**src/rtl/ram_bist_pkg.sv**
```systemverilog
// Shared types and per-element constants for the 64x8 RAM March BIST.
package ram_bist_pkg;

  typedef enum logic [2:0] {
    IDLE = 3'd0,
    M0   = 3'd1,
    M1   = 3'd2,
    M2   = 3'd3,
    M3   = 3'd4,
    DONE = 3'd5
  } state_e;

  typedef enum logic {
    RD = 1'b0,
    WR = 1'b1
  } phase_e;

  localparam logic [7:0] DEFAULT_PATTERN = 8'h55;

  typedef struct packed {
    logic down;    // 1 = address runs high to low
    logic rd_inv;  // expected read background is ~P
    logic wr_inv;  // write background is ~P
  } elem_t;

  function automatic elem_t elem_cfg(input state_e st);
    elem_t cfg;
    case (st)
      M0:      cfg = '{down: 1'b0, rd_inv: 1'b0, wr_inv: 1'b0};
      M1:      cfg = '{down: 1'b0, rd_inv: 1'b0, wr_inv: 1'b1};
      M2:      cfg = '{down: 1'b1, rd_inv: 1'b1, wr_inv: 1'b0};
      M3:      cfg = '{down: 1'b1, rd_inv: 1'b0, wr_inv: 1'b0};
      default: cfg = '{down: 1'b0, rd_inv: 1'b0, wr_inv: 1'b0};
    endcase
    return cfg;
  endfunction

endpackage

```
**src/rtl/ram_bist_addr_ctr.sv**
```systemverilog
// Loadable up/down address counter; last flags the final address of the current direction.
module ram_bist_addr_ctr #(
  parameter int ADDR_W = 6
) (
  input  logic              clk,
  input  logic              rst_n,
  input  logic              load,
  input  logic              load_down,
  input  logic              step,
  input  logic              down,
  output logic [ADDR_W-1:0] addr,
  output logic              last
);

  localparam logic [ADDR_W-1:0] ONE = {{(ADDR_W-1){1'b0}}, 1'b1};

  logic [ADDR_W-1:0] addr_r;

  // Load the first address of the next element, otherwise step in the current direction
  always_ff @(posedge clk or negedge rst_n) begin
    if (!rst_n) begin
      addr_r <= '0;
    end else if (load) begin
      addr_r <= load_down ? {ADDR_W{1'b1}} : {ADDR_W{1'b0}};
    end else if (step) begin
      addr_r <= down ? (addr_r - ONE) : (addr_r + ONE);
    end else begin
      addr_r <= addr_r;
    end
  end

  assign addr = addr_r;
  assign last = down ? (addr_r == {ADDR_W{1'b0}}) : (addr_r == {ADDR_W{1'b1}});

endmodule

```
**src/rtl/ram_march_bist.sv**
```systemverilog
// March BIST initiator for a 64x8 async-read RAM: w(P)^, r(P)w(~P)^, r(~P)w(P)v, r(P)v.
module ram_march_bist
  import ram_bist_pkg::*;
#(
  parameter int                ADDR_W  = 6,
  parameter int                DATA_W  = 8,
  parameter logic [DATA_W-1:0] PATTERN = DEFAULT_PATTERN
) (
  input  logic              clk,
  input  logic              rst_n,
  input  logic              start,
  input  logic [DATA_W-1:0] ram_data_out,
  output logic [DATA_W-1:0] ram_data_in,
  output logic [ADDR_W-1:0] ram_addr,
  output logic              ram_mode,
  output logic              busy,
  output logic              done,
  output logic              pass,
  output logic [ADDR_W-1:0] fail_addr,
  output logic [DATA_W-1:0] fail_data
);

  state_e            state_r, state_s;
  phase_e            phase_r, phase_s;
  logic              pass_r, pass_s;
  logic [ADDR_W-1:0] fail_addr_r, fail_addr_s;
  logic [DATA_W-1:0] fail_data_r, fail_data_s;

  logic              ctr_load_s, ctr_load_down_s, ctr_step_s;
  logic [ADDR_W-1:0] addr_s;
  logic              last_s;

  elem_t             cfg_s;
  logic              busy_s, rd_cycle_s, mismatch_s;
  logic [DATA_W-1:0] exp_s, wr_s;

  assign cfg_s      = elem_cfg(state_r);
  assign busy_s     = (state_r == M0) || (state_r == M1) || (state_r == M2) || (state_r == M3);
  assign exp_s      = cfg_s.rd_inv ? ~PATTERN : PATTERN;
  assign wr_s       = cfg_s.wr_inv ? ~PATTERN : PATTERN;
  assign rd_cycle_s = busy_s && (phase_r == RD);
  // Same-cycle compare: the RAM read is asynchronous, no pipeline stage
  assign mismatch_s = rd_cycle_s && (ram_data_out != exp_s);

  ram_bist_addr_ctr #(.ADDR_W(ADDR_W)) u_addr_ctr (
    .clk       (clk),
    .rst_n     (rst_n),
    .load      (ctr_load_s),
    .load_down (ctr_load_down_s),
    .step      (ctr_step_s),
    .down      (cfg_s.down),
    .addr      (addr_s),
    .last      (last_s)
  );

  // FSM state, phase and failure capture registers
  always_ff @(posedge clk or negedge rst_n) begin
    if (!rst_n) begin
      state_r     <= IDLE;
      phase_r     <= RD;
      pass_r      <= 1'b0;
      fail_addr_r <= '0;
      fail_data_r <= '0;
    end else begin
      state_r     <= state_s;
      phase_r     <= phase_s;
      pass_r      <= pass_s;
      fail_addr_r <= fail_addr_s;
      fail_data_r <= fail_data_s;
    end
  end

  // Next-state, counter control and failure capture
  always_comb begin
    state_s         = state_r;
    phase_s         = phase_r;
    pass_s          = pass_r;
    fail_addr_s     = fail_addr_r;
    fail_data_s     = fail_data_r;
    ctr_load_s      = 1'b0;
    ctr_load_down_s = 1'b0;
    ctr_step_s      = 1'b0;
    case (state_r)
      IDLE, DONE: begin
        if (start) begin
          state_s     = M0;
          phase_s     = WR;
          pass_s      = 1'b0;
          fail_addr_s = '0;
          fail_data_s = '0;
          ctr_load_s  = 1'b1;
        end else begin
          phase_s = RD;
        end
      end
      M0: begin
        if (last_s) begin
          state_s    = M1;
          phase_s    = RD;
          ctr_load_s = 1'b1;
        end else begin
          ctr_step_s = 1'b1;
        end
      end
      M1, M2: begin
        if (phase_r == RD) begin
          if (mismatch_s) begin
            // Abandon the element here; the pending write never happens
            state_s     = DONE;
            pass_s      = 1'b0;
            fail_addr_s = addr_s;
            fail_data_s = ram_data_out;
          end else begin
            phase_s = WR;
          end
        end else begin
          phase_s = RD;
          if (last_s) begin
            state_s         = (state_r == M1) ? M2 : M3;
            ctr_load_s      = 1'b1;
            ctr_load_down_s = 1'b1;
          end else begin
            ctr_step_s = 1'b1;
          end
        end
      end
      M3: begin
        if (mismatch_s) begin
          state_s     = DONE;
          pass_s      = 1'b0;
          fail_addr_s = addr_s;
          fail_data_s = ram_data_out;
        end else if (last_s) begin
          state_s = DONE;
          pass_s  = 1'b1;
        end else begin
          ctr_step_s = 1'b1;
        end
      end
      default: begin
        state_s = IDLE;
        phase_s = RD;
      end
    endcase
  end

  assign busy        = busy_s;
  assign done        = (state_r == DONE);
  assign pass        = pass_r;
  assign fail_addr   = fail_addr_r;
  assign fail_data   = fail_data_r;
  assign ram_mode    = busy_s && (phase_r == WR);
  assign ram_addr    = busy_s ? addr_s : '0;
  assign ram_data_in = ram_mode ? wr_s : '0;

endmodule
```
**config.mk**
```make
export PLATFORM = sky130hd
export DESIGN_NAME = ram_march_bist
export DESIGN_NICKNAME = d
export VERILOG_FILES = /design/src/rtl/ram_bist_pkg.sv /design/src/rtl/ram_bist_addr_ctr.sv /design/src/rtl/ram_march_bist.sv
export SDC_FILE = /design/constraint.sdc
export NUM_CORES = 1
export LEC_CHECK = 0
export ABC_AREA = 1
export ABC_CLOCK_PERIOD_IN_PS = 2100
export CAP_MARGIN = 20
export CORE_MARGIN = 5
export CORE_UTILIZATION = 49
export DETAILED_ROUTE_END_ITERATION = 6
export GPL_ROUTABILITY_DRIVEN = 0
export PLACE_DENSITY_LB_ADDON = 0.25
export RECOVER_POWER = 100
export SLEW_MARGIN = 20
export SYNTH_ARGS = -nofsm -noshare
export SYNTH_HDL_FRONTEND = slang
export SYNTH_SLANG_ARGS = --single-unit
```
**constraint.sdc**
```tcl
create_clock -name clk -period 2.1 [get_ports clk]
set_input_delay 0.21 -clock clk [delete_from_list [all_inputs] [get_ports clk]]
set_output_delay 0.21 -clock clk [all_outputs]
set_load 0.005 [all_outputs]
```
; After elaboration in Yosys (flattened, before gate mapping)
; Index checks and enable logic that the tools add are counted.
; W data, S select, Z words.
[word_totals]
wordCells = 86
inputBits = 11
out_inout_bits = 32
reg_bits = 25
[classes]
n_reduce_logical = 16
n_addsub = 2
eq_ne = 14
n_bitwise = 2
n_mux = 46
[ops]
columns = operator, count
row1 = $mux W6, 8
row2 = $mux W8, 6
row3 = $mux W3, 8
row4 = $pmux W8 S3, 1
row5 = $pmux W6 S3, 1
row6 = $mux W1, 16
row7 = $pmux W3 S4, 1
row8 = $reduce_and A5 Y1, 2
row9 = $ne A3 B3 Y1 const B, 3
row10 = $pmux W1 S3, 3
row11 = $pmux W3 S3, 1
row12 = $ne A2 B2 Y1 const B, 4
row13 = $ne A8 B8 Y1, 1
row14 = $add A6 B1 Y6 const B, 1
row15 = $eq A3 B2 Y1 const B, 2
row16 = $eq A3 B3 Y1 const B, 2
row17 = $eq A6 B6 Y1 const B, 1
row18 = $logic_not A6 Y1, 1
row19 = $sub A6 B1 Y6 const B, 1
row20 = $pmux W1 S4, 1
row21 = $reduce_or A2 Y1, 2
row22 = $eq A3 B1 Y1 const B, 1
row23 = $logic_and A1 B1 Y1, 3
row24 = $logic_not A3 Y1, 1
row25 = 6 further kinds, 9

; Longest topological paths before layout
; Gate-level depths: netlist of the first run.
[logic_depth]
word_depth = 10
ltp_mapped = 17
ltp_nobuf = 17

; By module
; A second synthesis of the first run with hierarchy kept.
[hier_totals]
hier_cells = 243
hier_area_um2 = 1735.4
[modules_own_cells]
columns = mod, area_each_um2, seq_area_each_um2, cells_each, n_inst
row1 = ram_march_bist, 1237.4, 475.5, 176, 1
row2 = ram_bist_addr_ctr, 498.0, 150.1, 67, 1

; Least setup slack after synthesis of the first run
; OpenSTA, ideal clock, no wires.
[synth_path]
kind = reg2reg
from = reg state_r[0]
to = reg u_addr_ctr.addr_r[5] (netlist: u_addr_ctr.addr[5])
arrival_ns = 1.772
period_less_slack_ns = 1.889
slack_ns = 0.211
path_stages_with_launch = 15
n_path_buf = 0
setup_time_ns = 0.117
required_time_ns = 1.983
path_cell_list = dfrtp_1 -> nor2_1 -> nand2_2 -> nand2_2 -> ha_1 -> a21oi_1 -> o21ai_0 -> nor2_1 -> inv_1 -> nand2_1 -> nand2_1 -> nand2_1 -> nand2_1 -> nand2_1 -> nand2_1
[synth_between]
elab_chain_cells = 9
word_cells_on_any_way = 30
cone_classes = eq/ne (6) / mux (15) / reduce/logical (9)
[synth_lines]
columns = item, line
row1 = start: declaration, ram_march_bist.sv:23  ; state_e state_r, state_s;
row2 = start signal: assignment, ram_march_bist.sv:65  ; state_r <= state_s;
row3 = branches (longest 9 deep; another with $mux W8), n/a
row4 = end signal: assignment, ram_bist_addr_ctr.sv:24  ; addr_r <= load_down ? {ADDR_W{1'b1}} : {ADDR_W{1'b0}};
row5 = end signal: assignment, ram_bist_addr_ctr.sv:26  ; addr_r <= down ? (addr_r - ONE) : (addr_r + ONE);
row6 = end signal: assignment, ram_bist_addr_ctr.sv:28  ; addr_r <= addr_r;
row7 = end: declaration, ram_bist_addr_ctr.sv:17  ; logic [ADDR_W-1:0] addr_r;
; Parallel ways; which one is timed is not known. The select of a mux whose other input is x is not followed.
; A chain may end at the register's enable or synchronous reset.

; Worst setup path in the final report of the first run
[layout_path]
from = reg state_r[0]
to = out ram_addr[5]
[layout_between]
elab_chain_cells = 5
word_cells_on_any_way = 8
cone_classes = eq/ne (4) / mux (1) / reduce/logical (3)
[layout_lines]
columns = item, line
row1 = $eq A3 B1 Y1 / $eq A3 B2 Y1 (equally long branches), ram_march_bist.sv:38  ; assign busy_s = (state_r == M0) || (state_r == M1) || (state_r == M2) || (state_r == M3);
row2 = $logic_or A1 B1 Y1 (2 in series), ram_march_bist.sv:38
row3 = $logic_or A1 B1 Y1 (*), ram_march_bist.sv:38
row4 = $mux W6 (*), ram_march_bist.sv:153  ; assign ram_addr = busy_s ? addr_s : '0;
row5 = end: declaration, ram_march_bist.sv:14  ; output logic [ADDR_W-1:0] ram_addr,
; Mark *: on every way between the ends. The rest lies on a longest branch, timed or not.

==> metrics.md, run 1 <==
| Metric | Value |
|---|---|
| Pwr/cell area | 1510 mW/mm² |
| PortBufs | 42 |
| H-tree lvl count | 1 |
| Clk Latency, worst-skew pair | 0.34 ns |
| Yosys top cell area share | 36.3% |
| EDFF count, synth | 0 |
| Yosys top cell by area | dfrtp_1 |
| Die height | 69.3 µm |
| Worst hold path cell count | 3 |
| Leakage power | 1.33 nW |
| Maximum buffer depth of the clock tree | 2 |
| Number of global-route vias before repair | 1,725 |
| Root Buffer | clkbuf_4 |
| Sequential element share of the synthesized area | 36.3% |
| Antenna viol nets, final | 0 |
| Max-slew violation count | 0 |
| Cell mode on critical path | nor2_1 |
| Crit end category | primary output |
| Hold Slack | 0.466 ns |
| First-pass GRT wire length | 7.53 mm |
| Nets | 315 |
| DRT Wirelength | 4.24 mm |
| Hold-fix buffers, CTS | 0 |
| Initial Utilization | 51.2% |
| Grt ovf | 0 |
| Initial antenna violation count | 0 |
| Core Area | 0.00336 mm² |
| Final WS setup | -0.0604 ns |
| RR Startpoint | state_r[0]$_DFFE_PN0P_ |
| Sink Count | 25 |
| Netlist Area Pre-Place | 0.00172 mm² |
| Worst setup SP type | flop |
| DP Cell Count | 334 |
| Max Cap Violations | 0 |
| Drt pass-1 iters | 4 |
| Syn Nets | 269 |
| Slew HR | 11.2% |
| Vias | 1,734 |
| Path depth of the worst reg2reg path | 11 |
| Number of distinct library cells after synthesis | 27 |
| Area Growth Syn to Fin | 30.7% |
| Ant. Diodes | 0 |
| CP arrival | 1.95 ns |
| Async S/R FF share, synth | 100% |
| Fillers | 318 |
| Main flop type after synthesis | dfrtp_1 |
| DRT iter0 DRCs | 114 |
| Row count | 21 |
| DR DRC count | 0 |
| Hold crit path type | input port to flop |
| Failing checks | setup timing |
| Peak VDD IR | 0.000792 V |
| Critical Path Fanout Max | 8 |
| Worst path depth | 7 |
| Clk pin slew, worst setup/hold paths | 0.15 ns |
| Post-Syn Instances | 253 |
| Required @ worst endpoint | 1.89 ns |
| Tot GR Track Use | 18.2% |
| Worst slew pin tran | 1.33 ns |
| Post-synth top cells | nand2_1 (73), nand3_1 (31), inv_1 (30) |
| Synth Warn # | 0 |
| Status | complete, but fails checks |
| Crit-path max cell delay | 0.51 ns |
| Synth area leaders | dfrtp_1 (36%), nand2_1 (16%), nand3_1 (9.0%) |
| Hold wc startpoint | ram_data_out[5] |
| Top-count cell post-synth | nand2_1 |
| Die ar. | 0.00480 mm² |
| CP bufs+invs | 3 |
| Fraction of layout cells with a size suffix above 1 | 9.73% |
| DP Wirelength | 3.09 mm |
| Worst path cell trace | nor2_2, nand2_2, inv_1, nor2_1, clkbuf_2, nor2_1, clkdlybuf4s50_1 |
| Launch point of the worst path | state_r[0]$_DFFE_PN0P_ |
| Final instance area | 0.00225 mm² |
| Fmax | 0.463 GHz |
| Die Span X | 69.3 µm |
| Hold Violations, Final | 0 |
| Vias per cell | 5.04 |
| Pre-CTS setup slack | 0.0262 ns |
| Maximum number of pins on one net before global-route repair | 26 |
| Unrepaired setup endpoints after global routing | true |
| Setup Viol. Count Final | 3 |
| Setup CP Type | flop to primary output |
| Final Skew | 0.0157 ns |
| DR WL/cell | 12.3 µm |
| Fin crit share | 103% |
| Syn_area_per_cell | 6.81 µm² |
| Dpl cell area | 0.00215 mm² |
| Finished Layout Cells | 344 |
| #FFs+latches synth | 25 |
| Final Util | 67.0% |
| Dominant delay contributor by cell family on the critical path | buffers and inverters |
| Fin crit period | 2.16 ns |
| Cts bufs inserted | 3 |
| Critical-path top delay cell | clkdlybuf4s50_1 |
| CTS tree | yes |
| Ports | 43 |
final cells by class:
cell class              count  area (µm²)  share of cell area, %
clock inverters             1        7.51                  0.333
inverters                  34         128                   5.67
well taps                  46        57.6                   2.56
clock buffers               3        22.5                   1.00
multi-input cells         183         905                   40.2
flip-flops and latches     25         628                   27.9
repair buffers             52         504                   22.4
metal layers:
| layer | routed length (µm) | vias to the layer above | global-route usage [%] |
|---|---|---|---|
| met5 | 0 | - | 0 |
| met4 | 47 | 0 | 5.64 |
| met3 | 258 | 4 | 3.48 |
| met2 | 1960 | 69 | 30.6 |
| met1 | 1970 | 777 | 23.4 |
| li1 | - | 884 | - |
through the flow:
stage	total power [mW]	setup TNS, ns
3_3_place_gp	3.03	0
4_1_cts	3.33	-0.0196
5_1_grt	3.76	-1.82
2_1_floorplan	2.39	0
6_report	3.41	-0.128
3_5_place_dp	3.06	0
state kept, by name, summed over array words and instances (netlist names):
signal	flops
fail_addr	6
u_addr_ctr.addr	6
fail_data	8
phase_r	1
pass	1
state_r	3
cells by family (layout without fill, tap and decap cells):
family                   after synthesis  after routing  synth area share (%)
AO/OA/AOI/OAI                         33             33                  9.66
adder cells (fa/ha/maj)                5              5                  4.07
XOR/XNOR                               5              5                  2.54
AND/OR/NAND/NOR                      140            140                  35.5
flip-flops                            25             25                  36.3
buffers and inverters                 45             90                  11.9
final timing paths:
path / end / slack (ns)
max: ram_addr[5] / -0.06
min: fail_data[5]$_DFFE_PN0P_ / 0.47
max reg2reg: fail_addr[5]$_DFFE_PN0P_ / 0.02
min reg2reg: fail_addr[2]$_DFFE_PN0P_ / 0.51
max in group asynchronous: state_r[2]$_DFFE_PN0P_ / 0.56
min in group asynchronous: fail_data[4]$_DFFE_PN0P_ / 0.67
placed cells by master, fill, tap and decap left out, types with 4 or more instances in the layout:
cell type and instances:
nand2_1 71, nand3_1 32, inv_1 30, nor2_1 23, dfrtp_1 23, o21ai_0 19, dlygate4sd3_1 16, clkdlybuf4s50_1 13
dlygate4sd2_1 8, o21ai_1 7, buf_4 7, a21oi_1 6, nand2_2 4, ha_1 4, dlymetal6s2s_1 4
what timing repair did:
item | in CTS | in global routing
gates resized for setup | 15 | 9
buffers inserted | 3 | 3
endpoints found under the setup margin | 17 | 31
pin swaps | 0 | 2
power by group:
part / switching (mW) / total, mW / internal [mW]
logic: 1.38 / 2.35 / 0.977
registers: 0.174 / 0.823 / 0.649
clock network: 0.156 / 0.229 / 0.0730
worst reg2reg max path: cells and delay by family, from the launching register on:
family	cells	cell delay, ns
buffers and inverters	3	0.42
flip-flops	1	0.44
AND/OR/NAND/NOR	7	0.97
AO/OA/AOI/OAI	1	0.19
(Power assumes the default switching activity.)
==> run 2, diff against run 1 <==
--- a/config.mk
+++ b/config.mk
@@ -12,7 +12,7 @@
 export CORE_UTILIZATION = 49
 export DETAILED_ROUTE_END_ITERATION = 6
 export GPL_ROUTABILITY_DRIVEN = 0
-export PLACE_DENSITY_LB_ADDON = 0.25
+export PLACE_DENSITY = 0.8
 export RECOVER_POWER = 100
 export SLEW_MARGIN = 20
 export SYNTH_ARGS = -nofsm -noshare
==> metrics.md, run 2 (synthesis gave the netlist of run 1 again) <==
| Metric | Value |
|---|---|
| Status | finished clean (was complete, but fails checks) |
| Worst setup SP type | flop (unchanged) |
| DRT iter0 DRCs | 119 (was 114) |
| H-tree lvl count | 1 (unchanged) |
| Final WS setup | 0.0384 ns (was -0.0604 ns) |
| Critical-path top delay cell | clkdlybuf4s50_1 (unchanged) |
| Vias | 1,748 (was 1,734) |
| PortBufs | 42 (unchanged) |
| Tot GR Track Use | 18.0% (was 18.2%) |
| Leakage power | 1.29 nW (was 1.33 nW) |
| Initial Utilization | 51.2% (unchanged) |
| DR DRC count | 0 (unchanged) |
| Critical Path Fanout Max | 6 (was 8) |
| Fraction of layout cells with a size suffix above 1 | 12.3% (was 9.73%) |
| Gate power share | 69.0% (was 69.1%) |
| Pwr/cell area | 1480 mW/mm² (was 1510 mW/mm²) |
| Worst path cell trace | inv_2, nand2_2, nor2_4, inv_1, nor2_4, clkdlybuf4s50_1 (was nor2_2, nand2_2, inv_1, nor2_1, clkbuf_2, nor2_1, clkdlybuf4s50_1) |
| Worst slew pin tran | 1.34 ns (was 1.33 ns) |
| Clk Latency, worst-skew pair | 0.32 ns (was 0.34 ns) |
| Most frequent cells in the layout | nand2_1 (70), nand3_1 (31), inv_1 (29), dfrtp_1 (24), nor2_1 (20) (was nand2_1 (71), nand3_1 (32), inv_1 (30), nor2_1 (23), dfrtp_1 (23)) |
| Sw Pwr | 1.71 mW (about the same) |
| Peak VDD IR | 0.000740 V (was 0.000792 V) |
| Initial antenna violation count | 0 (unchanged) |
| Final Skew | 0.00366 ns (was 0.0157 ns) |
| Hold-fix buffers, CTS | 0 (unchanged) |
| Fin crit share | 98.2% (was 103%) |
| Dominant delay contributor by cell family on the critical path | buffers and inverters (unchanged) |
| Fin Setup TNS | 0 ns (was -0.128 ns) |
| Crit-path max cell delay | 0.52 ns (was 0.51 ns) |
| Setup CP Type | flop to primary output (unchanged) |
| CP arrival | 1.85 ns (was 1.95 ns) |
| Row count | 21 (unchanged) |
| Maximum buffer depth of the clock tree | 2 (unchanged) |
| Vias per cell | 5.04 (about the same) |
| DRT Wirelength | 4.22 mm (was 4.24 mm) |
| Finished Layout Cells | 347 (was 344) |
| Crit end category | primary output (unchanged) |
| Cts bufs inserted | 3 (unchanged) |
| Die height | 69.3 µm (unchanged) |
| Commonest non-fill, non-tap cell in the layout | nand2_1 (unchanged) |
| Ports | 43 (unchanged) |
| Number of global-route vias before repair | 1,763 (was 1,725) |
| Antenna viol nets, final | 0 (unchanged) |
| DP Wirelength | 3.06 mm (was 3.09 mm) |
| Maximum number of pins on one net before global-route repair | 26 (unchanged) |
| Root Buffer | clkbuf_4 (unchanged) |
| Required @ worst endpoint | 1.89 ns (about the same) |
| DR WL/cell | 12.1 µm (was 12.3 µm) |
| Clk pwr share | 6.6% (was 6.7%) |
| Sink Count | 25 (unchanged) |
| Area Growth Syn to Fin | 32.2% (was 30.7%) |
| Clk pin slew, worst setup/hold paths | 0.14 ns (was 0.15 ns) |
| Core Area | 0.00336 mm² (unchanged) |
| Die Span X | 69.3 µm (unchanged) |
| Pre-CTS setup slack | 0.0102 ns (was 0.0262 ns) |
| Sequential share of power | 24.4% (was 24.2%) |
| Fin crit period | 2.06 ns (was 2.16 ns) |
| Die ar. | 0.00480 mm² (unchanged) |
| Max Cap Violations | 0 (unchanged) |
| Grt ovf | 0 (unchanged) |
| Fmax | 0.485 GHz (was 0.463 GHz) |
| Cell mode on critical path | nor2_4 (was nor2_1) |
| CTS tree | yes (unchanged) |
| CP bufs+invs | 3 (unchanged) |
| Max reg flops | 8 (unchanged) |
| Setup Viol. Count Final | 0 (was 3) |
| DP Cell Count | 335 (was 334) |
| Hold Violations, Final | 0 (unchanged) |
| Hold crit path type | input port to flop (unchanged) |
| Drt pass-1 iters | 4 (unchanged) |
| Switching Share | 50.9% (was 50.1%) |
| Max-slew violation count | 0 (unchanged) |
| Ant. Diodes | 0 (unchanged) |
| First-pass GRT wire length | 7.41 mm (was 7.53 mm) |
| Internal power | 1.65 mW (was 1.70 mW) |
| Unrepaired setup endpoints after global routing | true (unchanged) |
| Nets | 318 (was 315) |
| Slew HR | 10.6% (was 11.2%) |
[run 2: stage by stage]
stage	hold slack [ns]	utilization, %	total power [mW]	instance area, µm²
2_1_floorplan	-0.0856	-	2.39	1720
3_3_place_gp	0.473	64.2	3.04	2160
3_5_place_dp	0.481	64.2	3.08	2160
4_1_cts	0.232	66.1	3.31	2220
5_1_grt	0.489	67.7	3.75	2280
6_report	0.498	67.7	3.36	2280
[run 2: per-layer routing]
metal / GRT usage (%) / part of all wire (%) / vias to the layer above
li1: - / - / 892
met1: 23.5 / 47 / 788
met2: 29.6 / 46 / 61
met3: 2.46 / 5.5 / 7
met4: 7.59 / 1.1 / 0
met5: 0 / 0 / -
[run 2: power by group through the flow]
stage                     clock network, mW  registers [mW]  logic [mW]
after floorplan                           0           0.795        1.59
after global placement                    0           0.823        2.22
after detailed placement                  0           0.829        2.25
after CTS                             0.236           0.815        2.26
after global routing                  0.249           0.846        2.66
final                                 0.222           0.819        2.32
[run 2: worst paths after layout]
| path | start | to | slack (ns) | depth (start not counted) |
|---|---|---|---|---|
| max | state_r[2]$_DFFE_PN0P_ | ram_data_in[3] | 0.04 | 6 |
| min | ram_data_out[3] | fail_data[3]$_DFFE_PN0P_ | 0.50 | 3 |
| min in group asynchronous | rst_n | fail_data[5]$_DFFE_PN0P_ | 0.69 | 2 |
| max reg2reg | state_r[2]$_DFFE_PN0P_ | u_addr_ctr.addr[5]$_DFFE_PN0P_ | 0.13 | 14 |
| min reg2reg | fail_addr[2]$_DFFE_PN0P_ | fail_addr[2]$_DFFE_PN0P_ | 0.50 | 2 |
| max in group asynchronous | rst_n | state_r[2]$_DFFE_PN0P_ | 0.54 | 2 |
[run 2: final cells by class]
cell class | instances | area, µm²
multi-input combinational | 184 | 940
tap | 46 | 57.6
timing repair buffer | 54 | 495
clock buffer | 3 | 22.5
sequential | 25 | 627
fill | 327 | 1090
inverter | 34 | 128
clock inverter | 1 | 7.51
[run 2: worst min-delay path: stages]
cell and delay (ns):
clkdlybuf4s50_1 0.44, nand3_1 0.10, nand2_1 0.05
[run 2: what timing repair did]
| action | CTS | global route |
|---|---|---|
| setup buffers | 4 | 3 |
| endpoints found under the hold margin | 0 | 0 |
| pin swaps | 1 | 4 |
| setup endpoints to repair | 17 | 29 |
| gates cloned | 0 | 1 |
| resized for setup | 15 | 12 |
